File: src/rtl/password_pkg.sv
// ============================================================================
// Module      : password_pkg
// Description : Shared state encoding, key constants and helpers for the
//               password-entry controller.
// Revision    : 1.0 - initial release
// ============================================================================
`default_nettype none

package password_pkg;

    typedef enum logic [2:0] {
        IDLE     = 3'd0,
        ENTRY    = 3'd1,
        CHECK    = 3'd2,
        FAIL     = 3'd3,
        UNLOCKED = 3'd4,
        LOCKED   = 3'd5
    } state_t;

    localparam logic [3:0] KEY_CLEAR  = 4'hE;
    localparam logic [3:0] KEY_RELOCK = 4'hF;
    localparam logic [3:0] DIGIT_MAX  = 4'd9;

    // Low 4*len bits set: the nibbles the shift buffer holds after len digits.
    function automatic logic [15:0] pw_mask(input int len);
        return 16'hFFFF >> (16 - 4 * len);
    endfunction

endpackage

`default_nettype wire

File: src/rtl/password_fsm_sec_timer.sv
// ============================================================================
// Module      : sec_timer
// Description : 4-bit loadable seconds down-counter with an expiry pulse.
// Revision    : 1.0 - initial release
// ============================================================================
`default_nettype none

module sec_timer #(
    parameter logic [3:0] RESET_VAL = 4'd5
) (
    input  logic       clk,
    input  logic       rst,
    input  logic       load,
    input  logic [3:0] load_val,
    input  logic       tick,
    output logic [3:0] count,
    output logic       expire
);

    logic [3:0] r_count;

    always_ff @(posedge clk or negedge rst) begin
        if (!rst) begin
            r_count <= RESET_VAL;
        end else if (load) begin
            r_count <= load_val;
        end else if (tick && (r_count != 4'd0)) begin
            r_count <= r_count - 4'd1;
        end
    end

    // Independent of load so the controller can use it to decide the reload.
    assign expire = tick && (r_count == 4'd1);
    assign count  = r_count;

endmodule

`default_nettype wire

File: src/rtl/password_fsm.sv
// ============================================================================
// Module      : password_fsm
// Description : Keypad password controller: entry, check, unlock, lockout.
// Revision    : 1.0 - initial release
// ============================================================================
`default_nettype none

module password_fsm
    import password_pkg::*;
#(
    parameter int          PW_LEN    = 4,
    parameter logic [15:0] PASSWORD  = 16'h1234,
    parameter int          TIMEOUT   = 5,
    parameter int          LOCK_TIME = 5,
    parameter int          MAX_FAIL  = 3
) (
    input  logic       clk,
    input  logic       rst,
    input  logic       key_valid,
    input  logic [3:0] key_code,
    input  logic       tick,
    output logic [3:0] count_down,
    output logic [3:0] counter,
    output logic       unlock,
    output logic       alarm
);

    localparam logic [3:0]  c_TIMEOUT   = 4'(TIMEOUT);
    localparam logic [3:0]  c_LOCK_TIME = 4'(LOCK_TIME);
    localparam logic [3:0]  c_MAX_FAIL  = 4'(MAX_FAIL);
    localparam logic [2:0]  c_PW_LEN    = 3'(PW_LEN);
    localparam logic [15:0] c_MASK      = pw_mask(PW_LEN);
    localparam logic [15:0] c_EXPECT    = PASSWORD >> (4 * (4 - PW_LEN));

    state_t      r_state, w_state_nxt;
    logic [15:0] r_buf, w_buf_nxt;
    logic [2:0]  r_dcnt, w_dcnt_nxt;
    logic [3:0]  r_counter, w_counter_nxt;
    logic        r_unlock, w_unlock_nxt;
    logic        r_alarm, w_alarm_nxt;

    logic        w_load;
    logic [3:0]  w_load_val;
    logic        w_tick_en;
    logic        w_expire;
    logic        w_digit, w_clear, w_relock;
    logic [2:0]  w_dcnt_inc;
    logic [3:0]  w_cnt_sat;

    assign w_digit    = key_valid && (key_code <= DIGIT_MAX);
    assign w_clear    = key_valid && (key_code == KEY_CLEAR);
    assign w_relock   = key_valid && (key_code == KEY_RELOCK);
    assign w_dcnt_inc = r_dcnt + 3'd1;
    assign w_cnt_sat  = (r_counter == 4'hF) ? 4'hF : r_counter + 4'd1;
    // IDLE holds the window at TIMEOUT by simply not counting ticks.
    assign w_tick_en  = tick && ((r_state == ENTRY) || (r_state == UNLOCKED) ||
                                 (r_state == LOCKED));

    sec_timer #(
        .RESET_VAL (c_TIMEOUT)
    ) u_sec_timer (
        .clk      (clk),
        .rst      (rst),
        .load     (w_load),
        .load_val (w_load_val),
        .tick     (w_tick_en),
        .count    (count_down),
        .expire   (w_expire)
    );

    always_ff @(posedge clk or negedge rst) begin
        if (!rst) begin
            r_state   <= IDLE;
            r_buf     <= 16'h0;
            r_dcnt    <= 3'd0;
            r_counter <= 4'd0;
            r_unlock  <= 1'b0;
            r_alarm   <= 1'b0;
        end else begin
            r_state   <= w_state_nxt;
            r_buf     <= w_buf_nxt;
            r_dcnt    <= w_dcnt_nxt;
            r_counter <= w_counter_nxt;
            r_unlock  <= w_unlock_nxt;
            r_alarm   <= w_alarm_nxt;
        end
    end

    always_comb begin
        w_state_nxt   = r_state;
        w_buf_nxt     = r_buf;
        w_dcnt_nxt    = r_dcnt;
        w_counter_nxt = r_counter;
        w_unlock_nxt  = r_unlock;
        w_alarm_nxt   = r_alarm;
        w_load        = 1'b0;
        w_load_val    = c_TIMEOUT;

        case (r_state)
            IDLE: begin
                if (w_digit) begin
                    w_buf_nxt   = {r_buf[11:0], key_code};
                    w_dcnt_nxt  = 3'd1;
                    w_state_nxt = (c_PW_LEN == 3'd1) ? CHECK : ENTRY;
                end
            end
            ENTRY: begin
                // A key reload takes priority over a same-cycle tick.
                if (w_digit) begin
                    w_buf_nxt  = {r_buf[11:0], key_code};
                    w_dcnt_nxt = w_dcnt_inc;
                    w_load     = 1'b1;
                    if (w_dcnt_inc == c_PW_LEN) begin
                        w_state_nxt = CHECK;
                    end
                end else if (w_clear) begin
                    w_buf_nxt  = 16'h0;
                    w_dcnt_nxt = 3'd0;
                    w_load     = 1'b1;
                end else if (w_expire) begin
                    w_state_nxt = FAIL;
                end
            end
            CHECK: begin
                if ((r_buf & c_MASK) == c_EXPECT) begin
                    w_counter_nxt = 4'd0;
                    w_unlock_nxt  = 1'b1;
                    w_buf_nxt     = 16'h0;
                    w_dcnt_nxt    = 3'd0;
                    w_load        = 1'b1;
                    w_state_nxt   = UNLOCKED;
                end else begin
                    w_state_nxt = FAIL;
                end
            end
            FAIL: begin
                w_counter_nxt = w_cnt_sat;
                w_buf_nxt     = 16'h0;
                w_dcnt_nxt    = 3'd0;
                w_load        = 1'b1;
                if (w_cnt_sat >= c_MAX_FAIL) begin
                    w_load_val  = c_LOCK_TIME;
                    w_alarm_nxt = 1'b1;
                    w_state_nxt = LOCKED;
                end else begin
                    w_state_nxt = IDLE;
                end
            end
            UNLOCKED: begin
                if (w_relock || w_expire) begin
                    w_unlock_nxt = 1'b0;
                    w_load       = 1'b1;
                    w_state_nxt  = IDLE;
                end
            end
            LOCKED: begin
                if (w_expire) begin
                    w_alarm_nxt   = 1'b0;
                    w_counter_nxt = 4'd0;
                    w_load        = 1'b1;
                    w_state_nxt   = IDLE;
                end
            end
            default: begin
                w_state_nxt = IDLE;
            end
        endcase
    end

    assign counter = r_counter;
    assign unlock  = r_unlock;
    assign alarm   = r_alarm;

endmodule

`default_nettype wire

File: config.mk
export PLATFORM = sky130hd
export DESIGN_NAME = password_fsm
export DESIGN_NICKNAME = d
export VERILOG_FILES = /design/src/rtl/password_pkg.sv /design/src/rtl/password_fsm_sec_timer.sv /design/src/rtl/password_fsm.sv
export SDC_FILE = /design/constraint.sdc
export NUM_CORES = 1
export LEC_CHECK = 0
export CAP_MARGIN = 0
export CORE_MARGIN = 1
export CORE_UTILIZATION = 40
export CTS_CLUSTER_SIZE = 12
export DETAILED_ROUTE_END_ITERATION = 8
export SYNTH_ARGS = -nofsm -noshare
export SYNTH_HDL_FRONTEND = slang
export SYNTH_SLANG_ARGS = --single-unit
export TNS_END_PERCENT = 10
File: constraint.sdc
create_clock -name clk -period 2.3 [get_ports clk]
set_input_delay 0.23 -clock clk [delete_from_list [all_inputs] [get_ports clk]]
set_output_delay 0.23 -clock clk [all_outputs]
set_load 0.005 [all_outputs]
## After elaboration in Yosys (flattened, before gate mapping)

Cells that the tools add are included.

- Order comparisons: 2
- Equal/unequal tests: 20
- $add $sub $neg: 3
- Reductions and logical operators: 21
- Muxes and demuxes: 37

Operator list:

| kind | number |
|---|---|
| $mux W16 | 4 |
| $pmux W16 S4 | 1 |
| $mux W3 | 12 |
| $mux W4 | 5 |
| $pmux W3 S6 | 1 |
| $eq A16 B13 Y1 const B | 1 |
| $eq A4 B4 Y1 const B | 3 |
| $pmux W3 S4 | 1 |
| $pmux W4 S3 | 1 |
| $eq A3 B3 Y1 const B | 3 |
| $mux W1 | 9 |
| $ne A3 B3 Y1 const B | 3 |
| $reduce_and A3 Y1 | 3 |
| $ne A2 B2 Y1 const B | 4 |
| $reduce_bool A4 Y1 | 2 |
| $eq A3 B2 Y1 const B | 2 |
| $logic_and A1 B1 Y1 | 6 |
| $reduce_and A6 Y1 | 1 |
| $reduce_bool A2 Y1 | 3 |
| $pmux W1 S5 | 1 |
| $add A4 B1 Y4 const B | 1 |
| $eq A4 B1 Y1 const B | 1 |
| $ge A4 B2 Y1 const B | 1 |
| $le A4 B4 Y1 const B | 1 |
| other kinds (10) | 13 |

- Bits in registers: 32
- Input port bits: 8
- Word-level logic and storage cells: 90

## Depth between registers and ports, before layout

- Depth in word-level cells: 9
- Gate-level depth with buffers: 9
- Gate-level depth less buffers: 6

## Cells and area by module

From an unflattened synthesis, not the netlist that was laid out.

- Cells, all modules: 202
- Area, all modules: 1855.5 µm²

By module, submodules not included:

| module | area each (µm²) | times used | cells each | seq. area each (µm²) |
|---|---|---|---|---|
| password_fsm | 1586.5 | 1 | 172 | 700.7 |
| sec_timer | 269.0 | 1 | 30 | 102.6 |

## Least setup slack after synthesis

Ideal clock, no wire load.

- Kind: reg2reg
- Start: register r_buf[7]
- End: register r_buf[7]
- Clock period less this slack: 1.759 ns
- Buffers on the path: 2
- Library setup time: 0.121 ns
- Arrival: 1.638 ns
- Cell stages (with the launch flop): 8
- Data required time: 2.179 ns
- Slack: 0.541 ns
- Cells stage by stage: dfrtp_1 -> nor4_2 -> a41oi_2 -> a311o_1 -> buf_4 -> buf_6 -> nand2_1 -> o21ai_2

- Cells in the longest elaborated chain, start to end: 3

RTL lines:

| item | RTL line | RTL |
|---|---|---|
| start: declaration | password_fsm.sv:36 | `logic [15:0] r_buf, w_buf_nxt;` |
| start signal: assignment | password_fsm.sv:81 | `r_buf <= w_buf_nxt;` |
| $eq A16 B13 Y1 | password_fsm.sv:125 | `if ((r_buf & c_MASK) == c_EXPECT) begin` |
| $ne A2 B2 Y1 (no line) | n/a |  |
| $reduce_and A4 Y1 (no line) | n/a |  |

No other way between the ends.
A chain may end at the register's enable or synchronous reset.

## Worst setup path in the final report

- Start: register r_buf[13]
- End: register r_dcnt[2]

- Cells in the longest elaborated chain, start to end: 3

RTL lines:

| item | RTL line | RTL |
|---|---|---|
| $eq A16 B13 Y1 | password_fsm.sv:125 |  |
| $ne A2 B2 Y1 (no line) | n/a |  |
| $reduce_and A4 Y1 (no line) | n/a |  |
| end signal: assignment | password_fsm.sv:82 | `r_dcnt <= w_dcnt_nxt;` |
| end: declaration | password_fsm.sv:37 | `logic [2:0] r_dcnt, w_dcnt_nxt;` |

No other way between the ends.

==> run metrics <==
WL/cell 14.1 um; Slew @ Worst Pin 665 ps; Die Width 70.2 um; area post-placement 0.00209 mm^2; Die Y 70.2 um; via count of the first global-routing pass 1349; Mapped Cells 203; drt pass-1 iters 4; First DRT Iteration DRCs 88; Slew headroom 55.6%; Routability Congestion 0.751; fin area 0.00218 mm^2; Core Rows 24; layout cell share with drive strength beyond 1 13.8%; worst ir drop on vdd 0.522 mV; Top FF cell, synth dfrtp_1; clock skew 4.87 ps; Die Area 0.00493 mm^2; Layout Cells excl Fill 277; FF+latch count, synth 32; total CTS buffers 5; DRC 0; Synth area leaders dfrtp_1 40%, nand2_1 8.7%, ha_1 4.7%; Syn Area/Cell 9.17 um^2; pin count of the biggest net entering global routing 39; Final Hold Viols 0; Routed WL 3.90 mm; top-area cell type share of the netlist area 40.3%; Setup WS pre-CTS 273 ps; # Post-CTS Setup Buffers 0; Initial Util 42.2%; I/O pin count 18; period utilization 88.3%; Synth Cell Area 0.00186 mm^2; crit path capture type flip-flop; H-tree depth 2; yosys synthesis warning count 0; ant diodes 0; synth-to-layout area growth 17.2%; Nets 239; Placed Cells incl. Taps 269; clock slew at reported path FFs 70 ps; CTS tree yes; clock tree buffer depth 2; final setup fails 0; status completed; routed via count 1490; final setup TNS 0 ps; root buf cell clkbuf_8; CP max FO 38; Synth top cells by count 43 x nand2_1, 30 x dfrtp_1, 16 x o21ai_1; maxcap violations 0; crit path kind flip-flop to flip-flop; post_cts resized 0; grt total ovfl 0; DP HPWL 2.74 mm; Yosys top cell by area dfrtp_1; hold_ws 336 ps; final setup margin 268 ps; hold_buf cts 0; CP required 2490 ps; Seq/Total Area, Yosys 43.1%; worst-skew pair later-pin latency 290 ps; Clock Sinks 32; number of library cell types mapped by synthesis 46; via density per instance 5.38; Core Area 0.00441 mm^2; first-pass GRT wire length 6.58 mm; unrepaired setup endpoints after global routing no; Worst R2R Path Depth 5; port bufs 17; EDFF count, synth 0; most frequent cell after synthesis nand2_1; antenna viol nets, final 0; Leak 0.916 nW; GR Util All Layers 17.4%; crit path launch type flip-flop; Min Clock Period, post-route 2030 ps; Fmax 492 MHz; initial antenna violation count 0; Final Slew Violations 0; Worst Hold Class input pin to async pin; Net Count, Synth 218; PwrDens 1250 mW/mm^2; ys async rst share 100%; crit path DAT 2230 ps
final timing paths:
| path | start | to | slack [ps] |
|---|---|---|---|
| setup / recovery | r_buf[13] | r_dcnt[2] | 270 |
| hold / removal | rst | r_buf[11] | 340 |
| setup reg to reg | r_buf[13] | r_dcnt[2] | 270 |
| hold reg to reg | r_buf[12] | r_buf[12] | 490 |
| max in group asynchronous | rst | u_sec_timer.count[0] | 1630 |
| min in group clk | r_buf[12] | r_buf[12] | 490 |
layout by cell type (no fill, tap or decap), types with 2 or more instances in the layout:
cell	synthesis	layout
a21oi_1	7	7
xnor2_1	2	2
o31ai_1	2	2
nor2b_1	3	3
nand4b_1	3	3
clkbuf_8	0	6
o211ai_1	2	2
nand4_1	3	3
buf_4	2	4
clkinv_2	0	2
dfrtp_1	30	30
a31oi_1	4	4
inv_1	9	9
and4bb_2	2	2
nand3_1	8	8
or2_2	2	2
ha_1	7	7
a211oi_1	2	2
o21ai_1	16	16
and2_1	3	3
nand2_1	43	43
dfstp_2	2	2
clkdlybuf4s50_1	0	17
o22ai_1	3	3
and3_1	3	3
o21ai_0	5	5
o21ai_2	4	4
nor2_1	11	11
sequential cells by signal, summed over array words and instances (netlist names):
signal / count
alarm: 1
counter: 4
r_buf: 16
r_dcnt: 3
r_state: 3
u_sec_timer.count: 4
unlock: 1
report_power, final:
part | leakage (nW) | switching [mW] | internal, mW
registers | 0.414 | 0.216 | 0.773
clock network | 0.0510 | 0.214 | 0.239
logic | 0.451 | 0.701 | 0.585
total | 0.916 | 1.13 | 1.60
through the flow:
step / power, mW / utilization [%]
after floorplan: 1.92 / -
after global placement: 2.27 / 47.3
after detailed placement: 2.28 / 47.3
after CTS: 2.74 / 49.4
after global routing: 2.96 / 49.4
final: 2.73 / 49.4
worst max-delay path, stage by stage, from the launching register on:
cell	delay (ps)
dfrtp_1	390
nor4b_2	440
a41oi_2	270
a311o_1	410
buf_12	180
o31ai_1	240
kinds of logic (layout without fill, tap and decap cells):
logic type / Yosys count / in the layout / synth area share (%)
flip-flops: 32 / 32 / 43.1
AO/OA/AOI/OAI: 55 / 55 / 20.7
XOR/XNOR: 3 / 3 / 1.41
AND/OR/NAND/NOR: 89 / 89 / 25.1
buffers and inverters: 17 / 39 / 4.91
adder cells (fa/ha/maj): 7 / 7 / 4.70
area by class of cell:
type | count | area, um^2
clock inverter | 2 | 10.0
multi-input combinational | 154 | 967
fill | 413 | 2230
clock buffer | 6 | 82.6
inverter | 9 | 33.8
sequential | 32 | 803
tap | 52 | 65.1
timing repair buffer | 22 | 220
routing by layer:
layer  wire length (um)  track usage [%]  share of wire (%)  vias to the layer above
met5                  0                0                  0                        -
met4                 79             8.00                2.0                        0
met3                155             4.47                4.0                        7
met2               1590             22.9                 41                       28
met1               2080             26.3                 53                      693
li1                   -                -                  -                      762
Power figures use the tool's default switching activity.
